**config.mk**
```make
export PLATFORM = sky130hd
export DESIGN_NAME = bicubic_vmult_sched
export DESIGN_NICKNAME = d
export VERILOG_FILES = /design/src/rtl/bicubic_vmult_sched.sv
export SDC_FILE = /design/constraint.sdc
export NUM_CORES = 1
export LEC_CHECK = 0
export BUFFER_PORTS_ARGS = -buffer_cell sky130_fd_sc_hd__buf_2
export CORE_ASPECT_RATIO = 0.8
export CORE_MARGIN = 3
export CORE_UTILIZATION = 50
export CTS_BUF_LIST = sky130_fd_sc_hd__clkbuf_2 sky130_fd_sc_hd__clkbuf_4 sky130_fd_sc_hd__clkbuf_8
export CTS_CLUSTER_SIZE = 24
export DETAILED_ROUTE_END_ITERATION = 10
export GPL_TIMING_DRIVEN = 0
export PLACE_DENSITY = 0.79
export RECOVER_POWER = 100
export SETUP_SLACK_MARGIN = 0.4
export SYNTH_ARGS = -nofsm -noshare
export SYNTH_HDL_FRONTEND = slang
export SYNTH_SLANG_ARGS = --single-unit
```
**constraint.sdc**
```tcl
create_clock -name clk -period 6.9 [get_ports clk]
set_clock_uncertainty 0.1 [all_clocks]
set_input_delay 1.38 -clock clk [delete_from_list [all_inputs] [get_ports clk]]
set_output_delay 1.38 -clock clk [all_outputs]
set_load 0.1 [all_outputs]
```
**src/rtl/bicubic_vmult_sched.sv**
```systemverilog
// Sequencer that shares one combinational 4-tap multiplier across four row passes and one
// column pass of a separable bicubic pixel. Rounding enabled by `BICUBIC_SCHED_ROUND_EN.
module bicubic_vmult_sched #(
    parameter int unsigned INTER_PRODUCT_WIDTH = 24,
    parameter int unsigned FRAC_BITS           = 10
) (
    input  logic                           clk,
    input  logic                           rst,
    input  logic                           in_valid,
    output logic                           in_ready,
    input  logic [127:0]                   in_pix,
    input  logic [11:0]                    in_wx,
    input  logic [11:0]                    in_wy,
    output logic [2:0]                     mult_weight_1,
    output logic [2:0]                     mult_weight_2,
    output logic [2:0]                     mult_weight_3,
    output logic [2:0]                     mult_weight_4,
    output logic [8:0]                     mult_pixel_1,
    output logic [8:0]                     mult_pixel_2,
    output logic [8:0]                     mult_pixel_3,
    output logic [8:0]                     mult_pixel_4,
    input  logic [INTER_PRODUCT_WIDTH-1:0] mult_inner_product,
    output logic                           out_valid,
    input  logic                           out_ready,
    output logic [7:0]                     out_data,
    output logic                           busy
);

    localparam int unsigned W = INTER_PRODUCT_WIDTH;

`ifdef BICUBIC_SCHED_ROUND_EN
    localparam int unsigned RoundTerm = 1 << (FRAC_BITS - 1);
`else
    localparam int unsigned RoundTerm = 0;
`endif

    localparam logic signed [W:0] RoundVal = (W+1)'(RoundTerm);
    localparam logic signed [W:0] MaxVal   = (W+1)'(255);

    typedef enum logic [2:0] {
        StIdle,
        StRow0,
        StRow1,
        StRow2,
        StRow3,
        StCol,
        StOut
    } state_t;

    state_t       state_q, state_d;
    logic [127:0] pix_q;
    logic [11:0]  wx_q;
    logic [11:0]  wy_q;
    logic [7:0]   row_q [4];
    logic [7:0]   out_data_q;

    logic [1:0]   row_idx;
    logic [31:0]  row_pix;
    logic [2:0]   mult_w [4];
    logic [8:0]   mult_p [4];
    logic [7:0]   norm_val;

    // Extra sign bit keeps the rounding add from overflowing before the shift.
    function automatic logic [7:0] norm(input logic [W-1:0] x);
        logic signed [W:0] ext;
        logic signed [W:0] sh;
        ext = $signed({x[W-1], x}) + RoundVal;
        sh  = ext >>> FRAC_BITS;
        if (sh[W]) begin
            norm = 8'd0;
        end else if (sh > MaxVal) begin
            norm = 8'd255;
        end else begin
            norm = sh[7:0];
        end
    endfunction

    assign norm_val = norm(mult_inner_product);

    always_comb begin
        row_idx = 2'd0;
        unique case (state_q)
            StRow1:  row_idx = 2'd1;
            StRow2:  row_idx = 2'd2;
            StRow3:  row_idx = 2'd3;
            default: row_idx = 2'd0;
        endcase
    end

    assign row_pix = pix_q[row_idx*32 +: 32];

    always_comb begin
        for (int k = 0; k < 4; k++) begin
            mult_w[k] = 3'd0;
            mult_p[k] = 9'd0;
        end
        unique case (state_q)
            StRow0, StRow1, StRow2, StRow3: begin
                for (int k = 0; k < 4; k++) begin
                    mult_w[k] = wx_q[3*k +: 3];
                    mult_p[k] = {1'b0, row_pix[8*k +: 8]};
                end
            end
            StCol: begin
                for (int k = 0; k < 4; k++) begin
                    mult_w[k] = wy_q[3*k +: 3];
                    mult_p[k] = {1'b0, row_q[k]};
                end
            end
            default: ;
        endcase
    end

    assign mult_weight_1 = mult_w[0];
    assign mult_weight_2 = mult_w[1];
    assign mult_weight_3 = mult_w[2];
    assign mult_weight_4 = mult_w[3];
    assign mult_pixel_1  = mult_p[0];
    assign mult_pixel_2  = mult_p[1];
    assign mult_pixel_3  = mult_p[2];
    assign mult_pixel_4  = mult_p[3];

    always_comb begin
        state_d = state_q;
        unique case (state_q)
            StIdle:  if (in_valid) state_d = StRow0;
            StRow0:  state_d = StRow1;
            StRow1:  state_d = StRow2;
            StRow2:  state_d = StRow3;
            StRow3:  state_d = StCol;
            StCol:   state_d = StOut;
            StOut:   if (out_ready) state_d = StIdle;
            default: state_d = StIdle;
        endcase
    end

    always_ff @(posedge clk or posedge rst) begin
        if (rst) begin
            state_q    <= StIdle;
            pix_q      <= '0;
            wx_q       <= '0;
            wy_q       <= '0;
            out_data_q <= '0;
            for (int r = 0; r < 4; r++) row_q[r] <= '0;
        end else begin
            state_q <= state_d;
            unique case (state_q)
                StIdle: begin
                    if (in_valid) begin
                        pix_q <= in_pix;
                        wx_q  <= in_wx;
                        wy_q  <= in_wy;
                    end
                end
                StRow0, StRow1, StRow2, StRow3: row_q[row_idx] <= norm_val;
                StCol:   out_data_q <= norm_val;
                default: ;
            endcase
        end
    end

    assign in_ready  = (state_q == StIdle);
    assign busy      = (state_q != StIdle);
    assign out_valid = (state_q == StOut);
    assign out_data  = out_data_q;

endmodule

```
## After elaboration in Yosys (flattened, before gate mapping)

Index checks and enable logic that the tools add are counted.

| word-level totals | value |
|---|---|
| flip-flop bits (word level) | 195 |

| cells by class | value |
|---|---|
| eq/ne operators | 8 |
| reduce and logical (&&, ||, !) cells | 6 |
| multiplexer cells | 11 |
| bitwise gates (word level) | 1 |
| order comparisons | 3 |
| shifts and indexed selects | 1 |

Operators with widths:

| kind | number |
|---|---|
| $shiftx 128x8->32 | 1 |
| $pmux 35 s2 | 1 |
| $bwmux 32 | 1 |
| $mux 8 | 3 |
| $pmux 12 s2 | 1 |
| $pmux 3 s7 | 1 |
| $demux 8 s2 | 1 |
| $gt 14x9->1 const B | 1 |
| $eq 3x3->1 const B | 3 |
| $eq 3x2->1 const B | 2 |
| $mux 3 | 2 |
| $pmux 2 s3 | 1 |
| $reduce_and 2->1 | 2 |
| $reduce_or 4->1 | 1 |
| $eq 3x1->1 const B | 1 |
| $ge 3x3->1 const B | 1 |
| $logic_not 3->1 | 1 |
| $lt 3x1->1 const B | 1 |
| $not 2->3 | 1 |
| $reduce_bool 3->1 | 1 |
| $ne 2x1->1 const B | 1 |
| $ne 2x2->1 const B | 1 |
| $logic_and 1x1->1 | 1 |

## Longest topological paths before layout

Gate-level depths: netlist of run 1.

| logic depth | value |
|---|---|
| word-level depth | 8 |
| gate-level depth with buffers | 8 |
| depth with buffers taken out | 4 |

## Least setup slack after synthesis of run 1

OpenSTA, ideal clock, no wires.

| path | value |
|---|---|
| kind | flip-flop to output port |
| start | register state_q[0] |
| end | output port out_valid |
| data arrival time | 3.139 ns |
| cell stages (with the launch flop) | 5 |
| required time | 5.420 ns |
| path buffers | 3 |
| path slack | 2.281 ns |
| cell sequence | dfrtp_1 -> buf_2 -> clkbuf_1 -> buf_1 -> nor3b_1 |

| on the way | value |
|---|---|
| word-level cells in the longest chain between the ends | 1 |

RTL lines:

| what | RTL line | text |
|---|---|---|
| from (decl) | 50 | `state_t state_q, state_d;` |
| from (signal assigned) | 139 | `state_q <= StIdle;` |
| from (signal assigned) | 146 | `state_q <= state_d;` |
| $eq 3x3->1 | 164 | `assign out_valid = (state_q == StOut);` |
| to (decl) | 23 | `output logic out_valid,` |

Every way passes these cells.

## Worst setup path in the final report of run 1

| path | value |
|---|---|
| start | register state_q[0] |
| end | output port mult_pixel_2[0] |

| on the way | value |
|---|---|
| word-level cells in the longest chain between the ends | 4 |
| elaborated cells between the ends (all ways) | 9 |
| classes of those cells | eq/ne (5); shift (1); mux (2); reduce/logical (1) |

RTL lines:

| what | RTL line | text |
|---|---|---|
| $eq 3x3->1 / $eq 3x2->1 (equally long branches) | 82, 97 |  |
| $pmux 2 s3 | 82 | `unique case (state_q)` |
| $shiftx 128x8->32 | 90 | `assign row_pix = pix_q[row_idx*32 +: 32];` |
| $pmux 35 s2 (*) | 97 | `unique case (state_q)` |
| to (decl) | 19 | `output logic [8:0] mult_pixel_2,` |

Mark *: on every way between the ends. The rest lies on a longest branch, timed or not.

==> results of run 1 <==
[per-stage QoR]
stage	setup WS [ps]	cell area [um^2]	std cells	utilization, %	hold slack [ps]
after floorplan	2280	9410	676	-	373
after global placement	1730	10800	1152	59.3	382
after detailed placement	3140	10900	1156	59.7	390
after CTS	2600	11300	1188	61.9	413
after global routing	1810	10700	1188	58.8	413
final	2000	10700	1188	58.8	396
[Yosys cell counts, drive strengths merged]
| cell | instances |
|---|---|
| mux2 | 184 |
| buf | 36 |
| nor2 | 13 |
| nor3 | 1 |
| nor3b | 1 |
| nor2b | 2 |
| conb | 1 |
| nor4 | 1 |
| mux2i | 32 |
| o221ai | 32 |
| inv | 3 |
| or3 | 1 |
| or3b | 3 |
| nand2b | 35 |
| nand2 | 44 |
| nand3b | 3 |
| o21ai | 1 |
| a22o | 64 |
| and2 | 1 |
| a211oi | 1 |
| dfrtp | 195 |
| clkbuf | 19 |
[how the worst min path moves through the flow]
stage | start | cells past startpoint | slack [ps] | end
after floorplan | row_q[16] | 1 | 370 | row_q[16]
after global placement | pix_q[68] | 1 | 380 | pix_q[68]
after detailed placement | out_data[6] | 1 | 390 | out_data[6]
after CTS | out_data[6] | 1 | 410 | out_data[6]
after global routing | pix_q[49] | 1 | 410 | pix_q[49]
final | wy_q[7] | 1 | 400 | wy_q[7]
[layout make-up]
class,count,area [um^2],share of cell area [%]
clock inverter,15,155,1.44
buffer,55,238,2.21
tap,253,317,2.94
inverter,3,12.5,0.116
clock buffer,17,234,2.18
multi-input combinational,423,3820,35.5
timing repair buffer,227,1100,10.2
sequential,195,4880,45.4
[registers in the layout, summed over array words and instances (netlist names)]
register,flops
state_q,3
out_data,8
wx_q,12
pix_q,128
wy_q,12
row_q,32
[kinds of logic after synthesis]
group           after synthesis  synth area share, %
mux                         216                 28.7
flops                       195                 52.0
simple gates                105                 5.65
compound gates               98                 9.08
buf+inv                      58                 4.61
other cells                   1               0.0399
[per-layer routing]
layer  track usage, %  wire [um]  part of all wire (%)  vias up
li1                 -          -                     -     2960
met1             33.9      11400                    44     3317
met5                0         89                  0.34        -
met2             41.4      12000                    46      275
met4             6.28        359                   1.4       14
met3             8.95       2260                   8.6       38
==> results.md, run 1 <==
- Gp weighted congestion: 0.837
- Longest Clk Path Bufs: 2
- Sequential fraction of the synthesis area: 52.0%
- CP top delay family: buffers and inverters
- Most common cell after layout, fill and taps aside: dfrtp_1
- CP endpoint kind: output port
- Post-CTS setup buffers: 0
- Worst R2R Path Depth: 8
- Row count: 44
- Hpwl dp: 19.9 mm
- Final-report hold violation count: 0
- Stages on worst setup path: 6
- Final Routed Wirelength: 26.1 mm
- 1st-pass router iterations: 5
- I/O pins: 239
- Total GRT Usage: 25.7%
- Fin nets: 1,102
- Die area: 20,500 um^2
- Critical path class: flop to output port
- Slew Limit Fails: 119
- Syn Area/Cell: 14.0 um^2
- Vert. Die Dim: 129 um
- Worst path cell trace: clkbuf_1 -> clkbuf_1 -> nand2b_1 -> clkbuf_1 -> o221ai_1 -> clkbuf_1
- Synthesized flop and latch total: 195
- Critical Path Start: state_q[0]
- Clock Pin Slew Worst Setup and Hold Paths: 100 ps
- Drt drc: 0
- Synth top area cells: dfrtp_1, mux2_4, mux2_2, a22o_1, mux2i_1
- Initial Util: 51.4%
- Fill count: 1,623
- Setup TNS: 0 ps
- Synthesized cell area: 9390 um^2
- RSZ-0062 raised after global routing: false
- Status: finished with violations
- Worst EP arrival: 3420 ps
- Flop-to-flop setup slack: 3330 ps
- Max_cap viols: 3
- Clock Latency Late Sink: 470 ps
- Crit path capture: mult_pixel_2[0]
- CTS resizes: 0
- Most Frequent Cell on Critical Path: clkbuf_1
- H-tree Lvls: 4
- Largest net degree at the start of global routing: 43
- DR vias: 6,604
- Layout cells sized above 1: 35.4%
- CTS Root Cell: clkbuf_8
- Synth area leader: dfrtp_1
- Wirelength per Cell: 22.0 um
- Failing checks: max-capacitance violations, max-slew violations
- Finish-stage setup viols: 0
- Minimum clock period: 4900 ps
- Area Growth Syn to Fin: 14.4%
- Worst R2R End: pix_q[28]
- Hold WC Path Type: flop to flop
- Clock sink count: 195
- CTS tree: built
- Critical R2R Launch: state_q[2]
- Fmax: 204 MHz
- Worst rel slew slack: -55.2%
- Worst-margin pin slew: 2330 ps
- Vias in the first global route: 6,924
- Crit share post-route: 71.0%
- Crit start category: flop
- Synth warn: 0
- Total grt overflow: 0
- Global-route wire length before repair: 40.0 mm
- ANT cells: 0
- Worst path max stage delay: 560 ps
- CP Buf/Inv Count: 4
- Most frequent cells in the layout: dfrtp_1, buf_2, mux2_2
- Initial antenna violation count: 7
- Num CTS Buffers: 17
- Die width: 159 um
- Slowest CP cell: clkbuf_1
- Yosys top cell area share: 52.0%
- DR vias/cell: 5.56
- Core area: 18,300 um^2
- Hold buffer count at CTS: 0
- CP Max Fanout: 10
- DR iter-0 viols: 365
- Synth cell types: 29
- DRT antenna net count: 0
- Cell count after synthesis: 673
- Port Buf Inserts: 223
- Worst Path Required: 5420 ps
Power of run 1 is left out: the tool's default activity adds up to more than one toggle a clock period on the data nets, which glitch-free logic cannot reach.
==> inputs of run 2 (changes only) <==
==> constraint.sdc (replaced) <==
create_clock -name clk -period 4.5 [get_ports clk]
set_clock_uncertainty 0.1 [all_clocks]
set_input_delay 0.9 -clock clk [delete_from_list [all_inputs] [get_ports clk]]
set_output_delay 0.9 -clock clk [all_outputs]
set_load 0.1 [all_outputs]
==> results.md, run 2 (synthesis results as in run 1) <==
- H-tree Lvls: 4
- Initial antenna violation count: 7
- DR iter-0 viols: 445
- Placed Cells: 1,157
- Slew Limit Fails: 71
- CTS Root Cell: clkbuf_8
- Critical path class: flop to output port
- Non-Filler Instances: 1,189
- CTS resizes: 0
- Hold WC Path Type: flop to flop
- Worst path cell trace: clkbuf_1 -> or3b_2 -> buf_2 -> nand2b_1 -> a22o_1 -> clkbuf_1
- Layout cells sized above 1: 39.9%
- Worst path max stage delay: 910 ps
- Largest register FFs: 128
- Fill count: 1,609
- Setup TNS: 0 ps
- CP top delay family: buffers and inverters
- DRT antenna net count: 0
- Reg with most FFs: pix_q
- CP Buf/Inv Count: 3
- Worst Path Required: 3500 ps
- Crit share post-route: 90.3%
- Max_cap viols: 2
- Slowest CP cell: clkbuf_1
- Failing checks: max-capacitance violations, max-slew violations
- DR vias: 6,526
- Clock Latency Late Sink: 460 ps
- Wirelength per Cell: 21.5 um
- Hpwl dp: 19.8 mm
- Hold buffer count at CTS: 0
- DR vias/cell: 5.49
- Largest regs: pix_q: 128 flops, row_q: 32 flops
- CP Max Fanout: 10
- Finish-stage setup viols: 0
- CTS tree: built
- Final Routed Wirelength: 25.6 mm
- Most common cell after layout, fill and taps aside: dfrtp_1
- I/O pins: 239
- Most Frequent Cell on Critical Path: clkbuf_1
- Largest net degree at the start of global routing: 44
- Hold_ws: 393 ps
- Core area: 18,300 um^2
- CP endpoint kind: output port
- Vert. Die Dim: 129 um
- Fin nets: 1,103
- Multi-input gate area: 3820 um^2
- Post-CTS setup buffers: 0
- Vias in the first global route: 6,729
- Worst-margin pin slew: 2020 ps
- Total grt overflow: 0
- Clock sink count: 195
- Initial Util: 51.4%
- Longest Clk Path Bufs: 2
- Port Buf Inserts: 223
- RSZ-0062 raised after global routing: false
- Worst EP arrival: 3060 ps
- Die area: 20,500 um^2
- Sequential Area: 4880 um^2
- Crit start category: flop
- Status: finished with violations
- Row count: 44
- Gp weighted congestion: 0.863
- Final-report hold violation count: 0
- 1st-pass router iterations: 5
- Most frequent cells in the layout: dfrtp_1, buf_2, mux2_2
- Die width: 159 um
- Worst rel slew slack: -34.5%
- Area Growth Syn to Fin: 15.6%
- Num CTS Buffers: 17
- Minimum clock period: 4060 ps
- Total GRT Usage: 25.8%
- Clock Pin Slew Worst Setup and Hold Paths: 90 ps
- Global-route wire length before repair: 39.8 mm
- Fmax: 246 MHz
- Drt drc: 0
run 2: cell types whose count changed in the layout (fill, tap and decap cells not counted), sizes merged:
| cell | change |
|---|---|
| diode | +2 |
| inv | -3 |
| clkinv | -1 |
| clkinvlp | -1 |
| bufinv | +2 |
| buf | +2 |
run 2: layer usage:
metal	GRT usage, %	up-vias	part of all wire (%)
li1	-	2961	-
met1	35.2	3240	44
met2	40.3	274	45
met3	8.27	41	8.6
met4	7.00	10	2.0
met5	0	-	0.23
run 2: area by class of cell:
class / count / share of cell area, %
plain buffers: 55 / 2.19
well taps: 253 / 2.92
flip-flops and latches: 195 / 45.0
clock buffers: 18 / 2.28
diodes: 2 / 0.0461
inverters: 3 / 0.115
clock inverters: 12 / 1.66
multi-input cells: 423 / 35.2
repair buffers: 228 / 10.6
run 2: through the flow:
stage | util, % | area, um^2 | worst slack, ps
floorplan | - | 9410 | 845
global placement | 59.3 | 10800 | -160
detailed placement | 59.9 | 10900 | 1200
CTS | 62.2 | 11400 | 672
global route | 59.4 | 10900 | 266
finish | 59.4 | 10900 | 435
run 2: final timing paths:
check / startpoint / endpoint / slack [ps] / cells past startpoint
min reg2reg: pix_q[35] / pix_q[35] / 390 / 1
max reg2reg: state_q[2] / pix_q[26] / 1060 / 8
max: state_q[0] / mult_weight_1[2] / 440 / 6
max in group asynchronous: rst / pix_q[4] / 1090 / 4
min in group asynchronous: rst / wx_q[5] / 440 / 2
min: pix_q[35] / pix_q[35] / 390 / 1
run 2: worst register-to-register path, cell delays in order (launching register included):
cell	delay (ps)
dfrtp_1	370
clkbuf_1	200
or3_1	450
clkinv_1	90
and2_1	130
clkbuf_1	320
clkbuf_1	580
clkbuf_1	690
mux2_1	400
Power of run 2 is left out for the same reason.
